[config.mk]
export PLATFORM = sky130hd
export DESIGN_NAME = mixer_lo_scheduler
export DESIGN_NICKNAME = d
export VERILOG_FILES = /design/src/rtl/mixer_pkg.sv /design/src/rtl/lo_phase_gen.sv /design/src/rtl/mixer_lo_scheduler.sv
export SDC_FILE = /design/constraint.sdc
export NUM_CORES = 1
export LEC_CHECK = 0
export CAP_MARGIN = 20
export CORE_MARGIN = 2
export CORE_UTILIZATION = 50
export CTS_BUF_LIST = sky130_fd_sc_hd__clkbuf_8
export CTS_CLUSTER_DIAMETER = 100
export CTS_CLUSTER_SIZE = 10
export DETAILED_ROUTE_END_ITERATION = 8
export GPL_ROUTABILITY_DRIVEN = 0
export PLACE_DENSITY = 0.74
export SETUP_SLACK_MARGIN = 0.5
export SYNTH_ARGS = -nofsm -noshare
export SYNTH_HDL_FRONTEND = slang
export SYNTH_SLANG_ARGS = --single-unit
[constraint.sdc]
create_clock -name clk -period 3.87 [get_ports clk]
set_clock_uncertainty 0.15 [all_clocks]
set_input_delay 0.774 -clock clk [delete_from_list [all_inputs] [get_ports clk]]
set_output_delay 0.774 -clock clk [all_outputs]
set_load 0.03 [all_outputs]
[src/rtl/mixer_pkg.sv]
// Shared types and constants for the mixer LO scheduler: sweep FSM states,
// counter widths and the divider half-period mapping.
package mixer_pkg;
  localparam int LO_SET_W = 3;
  localparam int CNT_W    = 10;
  localparam int GAP_DEF  = 1;

  typedef enum logic [1:0] {
    S_IDLE,
    S_DWELL,
    S_DONE
  } hop_state_e;

  // Half-period in clk cycles for divider setting s; one bit wider than cnt
  // so that the full period 2H (up to 1024) is representable.
  function automatic logic [CNT_W:0] half_period(input logic [LO_SET_W-1:0] s);
    return (CNT_W+1)'(4) << s;
  endfunction
endpackage

[src/rtl/lo_phase_gen.sv]
// Free-running LO phase counter with period-boundary detect and the
// non-overlapping lo_p/lo_n decode for the active divider setting.
module lo_phase_gen
  import mixer_pkg::*;
#(
  parameter int GAP = GAP_DEF
) (
  input  logic                clk,
  input  logic                rst,
  input  logic [LO_SET_W-1:0] a,
  output logic                boundary,
  output logic                int_lo_p,
  output logic                int_lo_n
);
  localparam logic [CNT_W:0] GAP_X = (CNT_W+1)'(GAP);
  localparam logic [CNT_W:0] ONE_X = (CNT_W+1)'(1);

  logic [CNT_W-1:0] cnt_q, cnt_d;
  logic [CNT_W:0]   h, cnt_x;

  // a only changes on the wrap edge, so cnt never exceeds 2H-1 for the live a.
  always_comb begin
    h        = half_period(a);
    cnt_x    = {1'b0, cnt_q};
    boundary = (cnt_x == ((h << 1) - ONE_X));
    cnt_d    = boundary ? '0 : cnt_q + 1'b1;
    int_lo_p = (cnt_x >= GAP_X) && (cnt_x < h);
    int_lo_n = (cnt_x >= (h + GAP_X));
  end

  always_ff @(posedge clk) begin
    if (rst) cnt_q <= '0;
    else     cnt_q <= cnt_d;
  end
endmodule

[src/rtl/mixer_lo_scheduler.sv]
// LO source selection and hop sweep sequencer feeding the Gilbert mixer's
// differential LO pair; setting and source switch only at period boundaries.
module mixer_lo_scheduler
  import mixer_pkg::*;
#(
  parameter int GAP     = GAP_DEF,
  parameter int DWELL_W = 16
) (
  input  logic                clk,
  input  logic                rst,
  input  logic                ext_lo_en,
  input  logic                ext_lo_n,
  input  logic                ext_lo_p,
  input  logic [LO_SET_W-1:0] int_lo_settings,
  input  logic                hop_en,
  input  logic                hop_start,
  input  logic [DWELL_W-1:0]  dwell,
  output logic                lo_p,
  output logic                lo_n,
  output logic [LO_SET_W-1:0] hop_idx,
  output logic                busy,
  output logic                done
);
  hop_state_e          state_q, state_d;
  logic [LO_SET_W-1:0] hop_idx_q, hop_idx_d;
  logic [LO_SET_W-1:0] a_q, a_d;
  logic [DWELL_W-1:0]  pcnt_q, pcnt_d, pcnt_inc;
  logic [DWELL_W-1:0]  dwell_q, dwell_d;
  logic                ext_q, ext_d;
  logic                lo_p_q, lo_n_q;
  logic                boundary, int_lo_p, int_lo_n;

  lo_phase_gen #(.GAP(GAP)) u_phase (
    .clk      (clk),
    .rst      (rst),
    .a        (a_q),
    .boundary (boundary),
    .int_lo_p (int_lo_p),
    .int_lo_n (int_lo_n)
  );

  always_ff @(posedge clk) begin
    if (rst) begin
      state_q   <= S_IDLE;
      hop_idx_q <= '0;
      pcnt_q    <= '0;
      dwell_q   <= '0;
      a_q       <= '0;
      ext_q     <= 1'b0;
      lo_p_q    <= 1'b0;
      lo_n_q    <= 1'b0;
    end else begin
      state_q   <= state_d;
      hop_idx_q <= hop_idx_d;
      pcnt_q    <= pcnt_d;
      dwell_q   <= dwell_d;
      a_q       <= a_d;
      ext_q     <= ext_d;
      // Simultaneous external highs collapse to 00 to keep the pair exclusive.
      lo_p_q    <= ext_q ? (ext_lo_p & ~ext_lo_n) : int_lo_p;
      lo_n_q    <= ext_q ? (ext_lo_n & ~ext_lo_p) : int_lo_n;
    end
  end

  always_comb begin
    state_d   = state_q;
    hop_idx_d = hop_idx_q;
    pcnt_d    = pcnt_q;
    dwell_d   = dwell_q;
    pcnt_inc  = pcnt_q + 1'b1;
    case (state_q)
      S_IDLE: begin
        if (hop_start && hop_en) begin
          state_d   = S_DWELL;
          hop_idx_d = '0;
          pcnt_d    = '0;
          dwell_d   = (dwell == '0) ? DWELL_W'(1) : dwell;
        end
      end
      S_DWELL: begin
        if (!hop_en) begin
          state_d = S_IDLE;
        end else if (boundary) begin
          if (pcnt_inc == dwell_q) begin
            if (hop_idx_q != '1) begin
              hop_idx_d = hop_idx_q + 1'b1;
              pcnt_d    = '0;
            end else begin
              state_d = S_DONE;
            end
          end else begin
            pcnt_d = pcnt_inc;
          end
        end
      end
      S_DONE:  state_d = S_IDLE;
      default: state_d = S_IDLE;
    endcase

    // Next-state view lets a and hop_idx move on the same boundary edge.
    a_d   = a_q;
    ext_d = ext_q;
    if (boundary) begin
      a_d   = (state_d == S_DWELL) ? hop_idx_d : int_lo_settings;
      ext_d = ext_lo_en;
    end
  end

  always_comb begin
    busy    = (state_q == S_DWELL);
    done    = (state_q == S_DONE);
    hop_idx = hop_idx_q;
    lo_p    = lo_p_q;
    lo_n    = lo_n_q;
  end
endmodule

# After elaboration in Yosys (flattened, before gate mapping)
# Index checks and enable logic that the tools add are counted.
# Widths: inputs -> output; s select.
[totals]
register_bits = 53
inputBits = 26
output_inout_bits = 7
word_cells = 62
[op_classes]
n_addsub = 5
n_lt_le_gt_ge = 3
n_eq_ne = 10
shifts = 1
mux = 22
bitwise_logic = 4
reduce_logical = 8
[ops]
columns = ["cell", "count"]
rows = [
  ["$mux 16", 6],
  ["$pmux 16 s2", 1],
  ["$mux 3", 6],
  ["$add 16x1->16 const B", 1],
  ["$eq 16x16->1", 1],
  ["$logic_not 16->1", 1],
  ["$add 11x1->11 const B", 1],
  ["$eq 10x11->1", 1],
  ["$ge 10x11->1", 1],
  ["$lt 10x11->1", 1],
  ["$shl 3x3->11 const A", 1],
  ["$sub 11x1->11 const B", 1],
  ["$add 10x1->10 const B", 1],
  ["$ge 10x1->1 const B", 1],
  ["$mux 2", 5],
  ["$pmux 3 s2", 1],
  ["$reduce_and 5->1", 1],
  ["$eq 2x1->1 const B", 2],
  ["$ne 2x2->1 const B", 2],
  ["$pmux 2 s2", 1],
  ["$add 3x1->3 const B", 1],
  ["$ne 3x2->1 const B", 1],
  ["$ne 3x3->1 const B", 1],
  ["$and 1x1->1", 2],
  ["other kinds (9)", 12],
]

# Longest topological paths before layout
[depth]
ltp_word = 8
depth_mapped = 12
mapped_depth_nobuf = 11

# Hierarchy
# A second synthesis with hierarchy kept.
[hier_totals]
hier_cells = 446
hier_area_um2 = 3527.1
[modules_own_cells]
columns = ["module", "instances", "cells_each", "area_each_um2", "seq_area_each_um2"]
rows = [
  ["mixer_lo_scheduler", 1, 338, 2595.0, 860.8],
  ["lo_phase_gen", 1, 108, 932.1, 200.2],
]

# Worst setup path before layout
# Ideal clock, no wire load.
[synth_path]
path_kind = "reg-to-reg"
from = "reg pcnt_q[0]"
to = "reg pcnt_q[15]"
setup_ns = 0.120
arrival_ns = 2.703
t_required_ns = 3.600
path_slack_ns = 0.898
path_stages_with_launch = 11
n_path_buf = 1
synth_period_minus_slack_ns = 2.972
cell_sequence = "dfxtp_1 -> ha_1 -> nand3_2 -> or4_1 -> a211oi_2 -> o32ai_2 -> nor4b_4 -> a211oi_2 -> buf_6 -> and3_1 -> a211o_1"
[synth_between]
elab_chain_len = 6
elab_cells_between_ends = 8
classes_between = "add/sub (1); eq/ne (2); mux (4); reduce/logical (1)"
[synth_lines]
columns = ["element", "line", "rtl"]
rows = [
  ["from (decl)", "mixer_lo_scheduler.sv:27", "logic [DWELL_W-1:0] pcnt_q, pcnt_d, pcnt_inc;"],
  ["from (signal assigned)", "mixer_lo_scheduler.sv:55", "pcnt_q <= pcnt_d;"],
  ["$add 16x1->16 *", "mixer_lo_scheduler.sv:70", "pcnt_inc = pcnt_q + 1'b1;"],
  ["$eq 16x16->1", "mixer_lo_scheduler.sv:84", "if (pcnt_inc == dwell_q) begin"],
  ["$mux 16", "mixer_lo_scheduler.sv:84", ""],
  ["$mux 16", "mixer_lo_scheduler.sv:83", "end else if (boundary) begin"],
  ["$mux 16", "mixer_lo_scheduler.sv:81", "if (!hop_en) begin"],
  ["$pmux 16 s2", "mixer_lo_scheduler.sv:71", "case (state_q)"],
]
# Every way passes the cells marked *; elsewhere a longest branch is shown, timed or not. The select of a mux whose other input is x is not followed.
# A chain may end at the register's enable or synchronous reset.

# Final worst setup path
[layout_path]
from = "reg pcnt_q[9]"
to = "reg pcnt_q[13]"
# The elaborated chain is that of the path after synthesis.

==> impl_metrics.json <==
{
  "final_antenna_net_count": 0,
  "post_layout_nonfiller_instances": 560,
  "worstHoldPathType": "flip-flop to flip-flop",
  "crit_fanout": 14,
  "grt_pass1_vias": 3105,
  "die_h_um": 88.6,
  "grt_use_met3_pct": 4.76,
  "start_util_pct": 52.1,
  "total_leakage_power_nw": 1.54,
  "hold_viol": 0,
  "final_cell_mix": "nand2_1 (53), dfxtp_1 (48), nor2_1 (37), clkdlybuf4s50_1 (32), a21oi_1 (23)",
  "dieArea_sq_mm": 0.00785,
  "layout.nets": 502,
  "path_cells": "nand4_1, or4_1, xnor2_1, and4bb_1, nor4b_4, buf_4, a221oi_4, nor2_4, a221o_1",
  "synth_area_per_cell_sq_um": 8.15,
  "rsz0062_at_grt": "false",
  "gr-usage-met2_pct": 39.0,
  "power_density_mw_per_mm2": 258,
  "wl_per_cell_um": 15.8,
  "clockRootBuffer": "clkbuf_8",
  "critPathTopFamily": "simple AND/OR/NAND/NOR gates",
  "end_kind": "flip-flop",
  "fmax_mhz": 310,
  "netlist_top_cells_area": "dfxtp_1 (30%), nand2_1 (5.6%), xnor2_1 (4.7%), ha_1 (4.5%), nor2_1 (3.9%)",
  "io_pins": 33,
  "cts.sinks": 53,
  "min_period_ns": 3.22,
  "busiest_layer": "met2",
  "synth_area_sq_mm": 0.00358,
  "track_usage_pct": 23.4,
  "synth_edf_count": 0,
  "worstMarginPinSlew_ns": 0.629,
  "fp.coreArea_sq_mm": 0.00687,
  "synth_fp_nets": 478,
  "critical_path_class": "flip-flop to flip-flop",
  "use_met1_pct": 29.2,
  "ctsHoldBuffers": 0,
  "start_kind": "flip-flop",
  "numPortBuffers": 32,
  "dr.pass1.iters": 4,
  "yosysTopAreaCellShare_pct": 29.7,
  "cts.htree.levels": 2,
  "cpPeakStageDelay_ns": 0.62,
  "dieWidth_um": 88.6,
  "dpl.hpwl_mm": 6.60,
  "cts_made_buffers": 5,
  "synthArstFlopShare_pct": 0,
  "synth_cell_types": 68,
  "relSlewSlack_pct": 57.9,
  "drive_above_1_share_pct": 11.2,
  "synth.yosys.warnings": 0,
  "drtIter0Drc": 251,
  "post-route-period-util_pct": 83.3,
  "clk_pin_slew_ns": 0.11,
  "critical_path_required_ns": 3.93,
  "drc": 0,
  "antenna_found_initial": 0,
  "status": "complete, no violations",
  "drt-total-wl_mm": 8.83,
  "final_common_cell": "nand2_1",
  "synth-seq-cells": 53,
  "yosys_most_used_dff": "dfxtp_1",
  "clk_latency_ns": 0.32,
  "total_power_mw": 1.06,
  "ys_seq_area_share_pct": 29.7,
  "cts_max_path_buffers": 2,
  "cap_violations": 0,
  "synthesis.instances": 439,
  "peakVddDrop_v": 0.000131,
  "diodes": 0,
  "grt_max_degree": 21,
  "via_per_inst": 5.94,
  "overflow": 0,
  "rows": 30,
  "worstPathArrival_ns": 3.29,
  "drv_slew": 0,
  "vias": 3328,
  "slowest_stage": "or4_1",
  "syn2layout_area_growth_pct": 14.8,
  "path_buf_inv": 1,
  "grt_pass1_wl_mm": 14.5,
  "setup_tns_ns": 0,
  "dp.cells": 546,
  "holdWs_ns": 0.329,
  "cts_tree": "done",
  "setup_violations": 0,
  "synth_area_leader_cell": "dfxtp_1"
}
==> metal layers <==
| layer | vias to the layer above | part of all wire [%] |
|---|---|---|
| li1 | 1658 | - |
| met1 | 1553 | 44 |
| met2 | 90 | 48 |
| met3 | 27 | 4.6 |
| met4 | 0 | 3.0 |
| met5 | - | 0 |
==> power by group <==
| group | total, mW | switching (mW) | internal, mW |
|---|---|---|---|
| clock network | 0.337 | 0.206 | 0.131 |
| logic | 0.152 | 0.0782 | 0.0736 |
| registers | 0.573 | 0.0142 | 0.558 |
| total | 1.06 | 0.298 | 0.763 |
==> final timing paths <==
path                            slack [ns]       start    endpoint  cells after the start
worst max-delay path                  0.65   pcnt_q[9]  pcnt_q[13]                      9
worst min-delay path                  0.33  dwell_q[3]  dwell_q[3]                      2
worst max register to register        0.65   pcnt_q[9]  pcnt_q[13]                      9
worst min register to register        0.33  dwell_q[3]  dwell_q[3]                      2
==> Yosys cell counts (5+ instances only) <==
| cell | count |
|---|---|
| a21o_1 | 5 |
| a221o_1 | 9 |
| and2_1 | 5 |
| nor2_1 | 37 |
| dfxtp_1 | 53 |
| nor3b_1 | 5 |
| clkbuf_1 | 20 |
| and3_1 | 15 |
| nand2b_1 | 8 |
| buf_2 | 6 |
| nor3_1 | 9 |
| o211ai_1 | 5 |
| nand4_1 | 11 |
| o21ai_0 | 8 |
| ha_1 | 13 |
| nand3_1 | 13 |
| a21oi_1 | 23 |
| inv_1 | 8 |
| xnor2_1 | 19 |
| nand3b_1 | 5 |
| xor2_1 | 8 |
| nand2_1 | 53 |
| nor4_1 | 11 |
==> final cells by class <==
class	count	area, sq um
fill	612	2760
clock inverter	3	25.0
sequential	53	1070
multi-input combinational	345	2340
timing repair buffer	49	448
inverter	9	33.8
clock buffer	5	68.8
tap	96	120
==> state kept, by name, indices dropped and copies added (netlist names) <==
name	flops
lo_n	1
u_phase.cnt_q	10
ext_q	1
hop_idx	3
pcnt_q	16
a_q	3
state_q	2
lo_p	1
dwell_q	16
==> logic make-up after synthesis <==
| kind of cell | Yosys count | synth area share [%] |
|---|---|---|
| buffers and inverters | 41 | 5.35 |
| AND/OR/NAND/NOR | 206 | 32.2 |
| adder cells (fa/ha/maj) | 13 | 4.55 |
| XOR/XNOR | 27 | 6.61 |
| multiplexers | 4 | 1.15 |
| flip-flops | 53 | 29.7 |
| AO/OA/AOI/OAI | 95 | 20.5 |
==> metrics by stage <==
| step | util, % | setup slack, ns | cell area (sq um) |
|---|---|---|---|
| global placement | 57.4 | 0.408 | 3940 |
| floorplan | - | 0.898 | 3580 |
| detailed placement | 57.4 | 0.361 | 3940 |
| CTS | 58.9 | 0.503 | 4050 |
| finish | 59.8 | 0.647 | 4110 |
| global route | 59.8 | 0.493 | 4110 |
==> worst reg2reg max path: cells and delay by family, from the launching register on <==
kind / cells / cell delay [ns]
buffers and inverters: 1 / 0.18
flip-flops: 1 / 0.51
XOR/XNOR: 1 / 0.16
AND/OR/NAND/NOR: 5 / 1.38
AO/OA/AOI/OAI: 2 / 0.75
==> what timing repair did <==
| item | in CTS | in global routing |
|---|---|---|
| gates resized for setup | 2 | 6 |
| setup endpoints to repair | 14 | 17 |
| pin swaps | 2 | 3 |
| buffers inserted | 0 | 6 |
| hold endpoints to repair | 0 | 0 |
| cloned | 0 | 0 |
(Power assumes the default switching activity.)
